--- config.mk ---
export PLATFORM = sky130hd
export DESIGN_NAME = wb_regfile
export DESIGN_NICKNAME = d
export VERILOG_FILES = /design/src/rtl/wb_regfile.sv
export SDC_FILE = /design/constraint.sdc
export NUM_CORES = 2
export LEC_CHECK = 0
export BUFFER_PORTS_ARGS = -buffer_cell sky130_fd_sc_hd__buf_4
export CAP_MARGIN = 10
export CORE_UTILIZATION = 55
export DETAILED_ROUTE_END_ITERATION = 16
export PLACE_DENSITY = 0.72
export SLEW_MARGIN = 20
export SYNTH_ARGS = -nofsm -noshare
export SYNTH_HDL_FRONTEND = slang
export SYNTH_SLANG_ARGS = --single-unit
--- constraint.sdc ---
create_clock -name clk -period 4.2 [get_ports clk]
set_input_delay 0.84 -clock clk [delete_from_list [all_inputs] [get_ports clk]]
set_output_delay 0.84 -clock clk [all_outputs]
set_load 0.01 [all_outputs]
--- src/rtl/wb_regfile.sv ---
// MIPS write-back stage: load alignment/extension, result select, and the
// 32x32 general register file with write-first bypass and a committed-write counter.
module wb_regfile #(
    parameter int NREG = 32,
    parameter int CNTW = 32
) (
    input  logic            clk,
    input  logic            rst,
    input  logic [31:0]     PCPlus8W,
    input  logic [31:0]     ALUOutW,
    input  logic [31:0]     ReadDataW,
    input  logic [4:0]      WriteRegW,
    input  logic            RegWriteW,
    input  logic            MemToRegW,
    input  logic            IsJJalW,
    input  logic            IsJrJalrW,
    input  logic            IsUnsignedW,
    input  logic [3:0]      BEOutW,
    input  logic [4:0]      RA1D,
    input  logic [4:0]      RA2D,
    output logic [31:0]     RD1D,
    output logic [31:0]     RD2D,
    output logic [31:0]     ResultW,
    output logic [CNTW-1:0] WbCountW
);

    logic [31:0] regs [NREG];
    logic [31:0] load_data;
    logic        we;

    function automatic logic [31:0] ext8(input logic [7:0] b, input logic uns);
        return uns ? {24'b0, b} : {{24{b[7]}}, b};
    endfunction

    function automatic logic [31:0] ext16(input logic [15:0] h, input logic uns);
        return uns ? {16'b0, h} : {{16{h[15]}}, h};
    endfunction

    // Patterns that are not a legal byte/half lane pass the word through untouched.
    always_comb begin
        load_data = ReadDataW;
        case (BEOutW)
            4'b0011: load_data = ext16(ReadDataW[15:0],  IsUnsignedW);
            4'b1100: load_data = ext16(ReadDataW[31:16], IsUnsignedW);
            4'b0001: load_data = ext8(ReadDataW[7:0],    IsUnsignedW);
            4'b0010: load_data = ext8(ReadDataW[15:8],   IsUnsignedW);
            4'b0100: load_data = ext8(ReadDataW[23:16],  IsUnsignedW);
            4'b1000: load_data = ext8(ReadDataW[31:24],  IsUnsignedW);
            default: load_data = ReadDataW;
        endcase
    end

    always_comb begin
        ResultW = ALUOutW;
        if (IsJJalW || IsJrJalrW) begin
            ResultW = PCPlus8W;
        end else if (MemToRegW) begin
            ResultW = load_data;
        end
    end

    // Reset suppresses the commit, which also disables the read bypass below.
    assign we = RegWriteW && (WriteRegW != 5'd0) && !rst;

    always_ff @(posedge clk) begin
        if (rst) begin
            for (int i = 0; i < NREG; i++) begin
                regs[i] <= '0;
            end
            WbCountW <= '0;
        end else if (we) begin
            regs[WriteRegW] <= ResultW;
            WbCountW        <= WbCountW + {{(CNTW-1){1'b0}}, 1'b1};
        end
    end

    always_comb begin
        RD1D = regs[RA1D];
        if (RA1D == 5'd0) begin
            RD1D = '0;
        end else if (we && (RA1D == WriteRegW)) begin
            RD1D = ResultW;
        end
    end

    always_comb begin
        RD2D = regs[RA2D];
        if (RA2D == 5'd0) begin
            RD2D = '0;
        end else if (we && (RA2D == WriteRegW)) begin
            RD2D = ResultW;
        end
    end

endmodule

==> results <==
- The run finished with clean final reports.
- Traced cell by cell, the critical path runs through buf_12, buf_16, buf_4, mux4_2, mux2i_1, o22ai_1, nor3_1, a211oi_1, buf_4, buf_4.
- Synthesis instantiated 57 different standard cells from the library.
- The total of max-cap violations is 0.
- TritonCTS built the clock tree.
- The final route contains 39900 vias.
- After the flow finishes, the layout carries non-filler instances totaling 5839.
- At the end of routability-driven placement, the weighted congestion stood at 0.952.
- Yosys mapped a number of flops with a built-in enable equal to 1024.
- The biggest area contributor in the post-synthesis netlist is sky130_fd_sc_hd__edfxtp_1.
- The final hold violation count came to 0.
- The via count of the first global-routing pass came to 39900.
- The CTS buffer count is 108.
- At the worst endpoint, the arrival time is 3360 ps.
- The peak clock frequency supported by timing is 0.238 GHz.
- The number of port buffers is 249.
- The H-tree depth reported by CTS is 3.
- The synthesis-to-finish area growth is 15.2%.
- Measured along the x axis, the die boundary spans 322 um.
- The remaining global-route overflow is 0.
- The area of the die is 104000 um^2.
- The detail-routed via count per cell is 6.84.
- The total placed instance area is 61100 um^2.
- The post-synthesis instance area is 56200 um^2.
- The actual slew at the worst max-slew pin is 1080 ps.
- The setup skew after layout is 12.8 ps.
- The count of pins over their slew limit is 0.
- The most used flip-flop cell after synthesis is sky130_fd_sc_hd__edfxtp_1.
- Of the total power, the share spent switching nets is 0.254.
- Ranked by total cell area, the synthesized netlist is headed by sky130_fd_sc_hd__edfxtp_1 (55%), sky130_fd_sc_hd__mux4_2 (19%), sky130_fd_sc_hd__nor2_1 (7.1%), sky130_fd_sc_hd__mux2i_1 (4.9%), sky130_fd_sc_hd__buf_2 (1.6%).
- The class of the tightest hold or removal check is reg -> reg.
- The worst endpoint required time is 3360 ps.
- The reported net switching power is 0.00664 W.
- The final period utilization is 0.999.
- The clock passes through at most 3 buffers.
- The clock-pin slew of the registers on the worst-case setup and hold paths is 60 ps.
- The critical path contains buffers and inverters numbering 5 combined.
- Of the cells placed in the final design, the portion with a size suffix greater than 1 is 0.298.
- The number of violations reported at the end of detailed-routing iteration 0 is 5720.
- The worst-case IR drop observed on VDD is 353 uV.
- The reported leakage power is 23.6 nW.
- A synthesized cell averages 13.7 um^2.
- The amount of wire on met3 after detailed routing is 23.9 mm.
- The maximum fanout encountered on the critical timing path is 16.
- Signal routing reaches up to met5.
- The core region is 101000 um^2.
- The die is 322 um tall.
- After detailed routing, the average wire length per cell comes to 31.7 um.
- The cts-stage hold buffer count is 0.
- The leading cell type in the layout, fill and taps excluded is sky130_fd_sc_hd__nor2_1.
- After routing the design area is 64800 um^2.
- The total power after layout is 0.0261 W.
- The count of pins on the block boundary is 250.
- Measured against its own limit, the worst slew margin works out to 0.275.
- The most frequent cell on the critical path is sky130_fd_sc_hd__buf_4.
- The endpoint type of the worst setup path is an output pin.
- The number of warnings issued by yosys is 0.
- CTS saw 1056 sinks.
- Of the total power, the clock network draws 0.370.
- The startpoint kind of the worst setup timing path is an input pin.
- The cell at the root of the clock tree is sky130_fd_sc_hd__clkbuf_16.
- The internal power of the cells totals 0.0195 W.
- The initial utilization of the core area, before any placement, comes to 0.558.
- In the layout the commonest cells are sky130_fd_sc_hd__nor2_1 (1063), sky130_fd_sc_hd__edfxtp_1 (1024), sky130_fd_sc_hd__buf_4 (531), sky130_fd_sc_hd__mux4_2 (465), sky130_fd_sc_hd__mux2i_1 (276).
- In the final routing, the length of wire on met1 measures 63.9 mm.
- Setup slack closes at 4.48 ps.
- Of the post-synthesis cell area, the dominant cell type holds 0.547.
- The portion of the post-synthesis area used by sequential elements is 0.558.
- Prior to clock tree synthesis, the placed netlist has a worst setup slack of -214 ps.
- For this run, the slowest stage of the critical path takes 500 ps.
- The first detailed-routing pass took 8 iterations.
- The number of antenna violations at the first check in global routing is 1.
- The wire length of the first global-routing pass is 267 mm.
- After detailed routing, the number of remaining DRC violations is 0.
- The final layout contains routed wiring with a total length of 185 mm.
- The combinational group share of total power is 0.155.
- The critical path is of the in -> out type.
- For this run, the share of the core covered by cells in the final layout is 0.643.
- Of all flip-flops after synthesis, the portion carrying an async set or reset was 0.
- After synthesis the netlist holds a flip-flop and latch count of 1056.
- The count of placed standard cells including taps is 5643.
- The slowest stage of the critical path is the sky130_fd_sc_hd__mux4_2 cell.
- The sequential fraction of design power is 0.475.
- The number of nets at the end of the flow is 4522.
- For this design the ratio of total power to cell area is 404 nW/um^2.
- The clock period minus final worst setup slack is 4200 ps.
- The wire length on met2 is 83.0 mm.
- In the synthesized netlist, the number of instances is 4113.
- The remaining number of nets flagged by the antenna check after routing is 0.
- Setup violations remaining at the end of the flow were counted as 0.
- The total routing usage reported by global routing is 0.361.
- After legalization and detailed placement, the total HPWL measured 121 mm.
- The top cell family by delay on the critical path is buffers and inverters.
- The clock latency at the later pin of the worst-skew pair is 700 ps.
- The diode insertion count for antenna repair is 0.
- In this run the core area contains 116 standard-cell rows.
- The largest net degree at the start of global routing is 62.
cells by family (layout without fill, tap and decap cells):
kind of cell,count (synthesis),in the layout,synth area share
compound gates,386,386,0.0522
fa+ha+maj,1,1,0.000223
simple gates,1399,1399,0.103
mux,743,743,0.236
flops,1056,1056,0.558
buf+inv,490,828,0.0442
other cells,1,32,0.0000667
xor+xnor,37,37,0.00590
per-layer routing:
metal	global-route usage	up-vias
met2	0.542	3070
met3	0.0933	678
met4	0.239	2
met5	0	-
li1	-	16200
met1	0.466	20000
final cells by class:
| cell class | count | area (um^2) |
|---|---|---|
| Clock buffer | 139 | 2860 |
| Clock inverter | 54 | 624 |
| Fill cell | 7427 | 36000 |
| Inverter | 35 | 131 |
| Multi-Input combinational cell | 2598 | 22700 |
| Sequential cell | 1056 | 31400 |
| Tap cell | 1357 | 1700 |
| Timing Repair Buffer | 600 | 5340 |
metrics by stage:
stage,setup TNS [ps],hold slack (ps)
2_1_floorplan,0,504
3_3_place_gp,-752,480
3_5_place_dp,-856,489
4_1_cts,0,504
5_1_grt,-0.778,546
6_report,0,503
power groups by stage:
stage	Sequential, W	Clock (W)	Combinational, W
floorplan	0.0125	0	0.00234
CTS	0.0124	0.00971	0.00396
global placement	0.0126	0	0.00390
detailed placement	0.0126	0	0.00393
global route	0.0125	0.0101	0.00419
finish	0.0124	0.00968	0.00405
sequential cells by signal, summed over array words and instances, names as in the netlist:
| name | flops |
|---|---|
| regs | 1024 |
| WbCountW | 32 |
repair_timing:
item | 4_1_cts | 5_1_grt
setup endpoints to repair | 9 | 9
setup buffers | 0 | 3
pin swaps | 0 | 2
cloned | 0 | 0
gates resized for setup | 9 | 11
worst register-to-register path, delay by kind of cell, from the launching register on:
family	cells	cell delay [ps]
AND/OR/NAND/NOR	5	1580
flip-flops	1	450
AO/OA/AOI/OAI	1	130
path summary, 6_finish.rpt:
kind                                                 from                        end  slack (ps)  depth (start not counted)
worst max-delay path                              RA1D[0]                    RD1D[8]           4                         10
worst min-delay path             WbCountW[1]$_SDFFE_PP0P_   WbCountW[1]$_SDFFE_PP0P_         500                          2
worst max register to register  WbCountW[13]$_SDFFE_PP0P_  WbCountW[24]$_SDFFE_PP0P_        1960                          6
worst min register to register   WbCountW[1]$_SDFFE_PP0P_   WbCountW[1]$_SDFFE_PP0P_         500                          2
cells in the mapped netlist (4+ instances only):
| cell type | instances |
|---|---|
| sky130_fd_sc_hd__buf_4 | 34 |
| sky130_fd_sc_hd__o22ai_1 | 53 |
| sky130_fd_sc_hd__o22ai_2 | 10 |
| sky130_fd_sc_hd__xor2_1 | 22 |
| sky130_fd_sc_hd__a22oi_1 | 40 |
| sky130_fd_sc_hd__mux4_2 | 465 |
| sky130_fd_sc_hd__nand4_1 | 8 |
| sky130_fd_sc_hd__and3_1 | 11 |
| sky130_fd_sc_hd__a21oi_1 | 33 |
| sky130_fd_sc_hd__and4_1 | 5 |
| sky130_fd_sc_hd__a211oi_1 | 86 |
| sky130_fd_sc_hd__o21ai_0 | 63 |
| sky130_fd_sc_hd__a221oi_1 | 23 |
| sky130_fd_sc_hd__a211o_1 | 8 |
| sky130_fd_sc_hd__buf_6 | 39 |
| sky130_fd_sc_hd__nor3b_1 | 16 |
| sky130_fd_sc_hd__nand2b_1 | 37 |
| sky130_fd_sc_hd__clkbuf_1 | 191 |
| sky130_fd_sc_hd__inv_1 | 17 |
| sky130_fd_sc_hd__dfxtp_1 | 32 |
| sky130_fd_sc_hd__o31a_1 | 16 |
| sky130_fd_sc_hd__buf_1 | 9 |
| sky130_fd_sc_hd__nor2b_1 | 26 |
| sky130_fd_sc_hd__nand3_1 | 11 |
| sky130_fd_sc_hd__mux2i_1 | 278 |
| sky130_fd_sc_hd__nand2_1 | 104 |
| sky130_fd_sc_hd__a22o_1 | 33 |
| sky130_fd_sc_hd__xnor2_1 | 14 |
| sky130_fd_sc_hd__and2_1 | 5 |
| sky130_fd_sc_hd__inv_2 | 18 |
| sky130_fd_sc_hd__nand3b_1 | 4 |
| sky130_fd_sc_hd__nor4_1 | 13 |
| sky130_fd_sc_hd__nor3_1 | 61 |
| sky130_fd_sc_hd__nor2_1 | 1066 |
| sky130_fd_sc_hd__a211oi_2 | 6 |
| sky130_fd_sc_hd__or2_1 | 4 |
| sky130_fd_sc_hd__buf_2 | 182 |
| sky130_fd_sc_hd__or3_1 | 13 |
| sky130_fd_sc_hd__edfxtp_1 | 1024 |
| sky130_fd_sc_hd__o221ai_4 | 7 |
No activity file was read; power rests on OpenSTA's default activity.
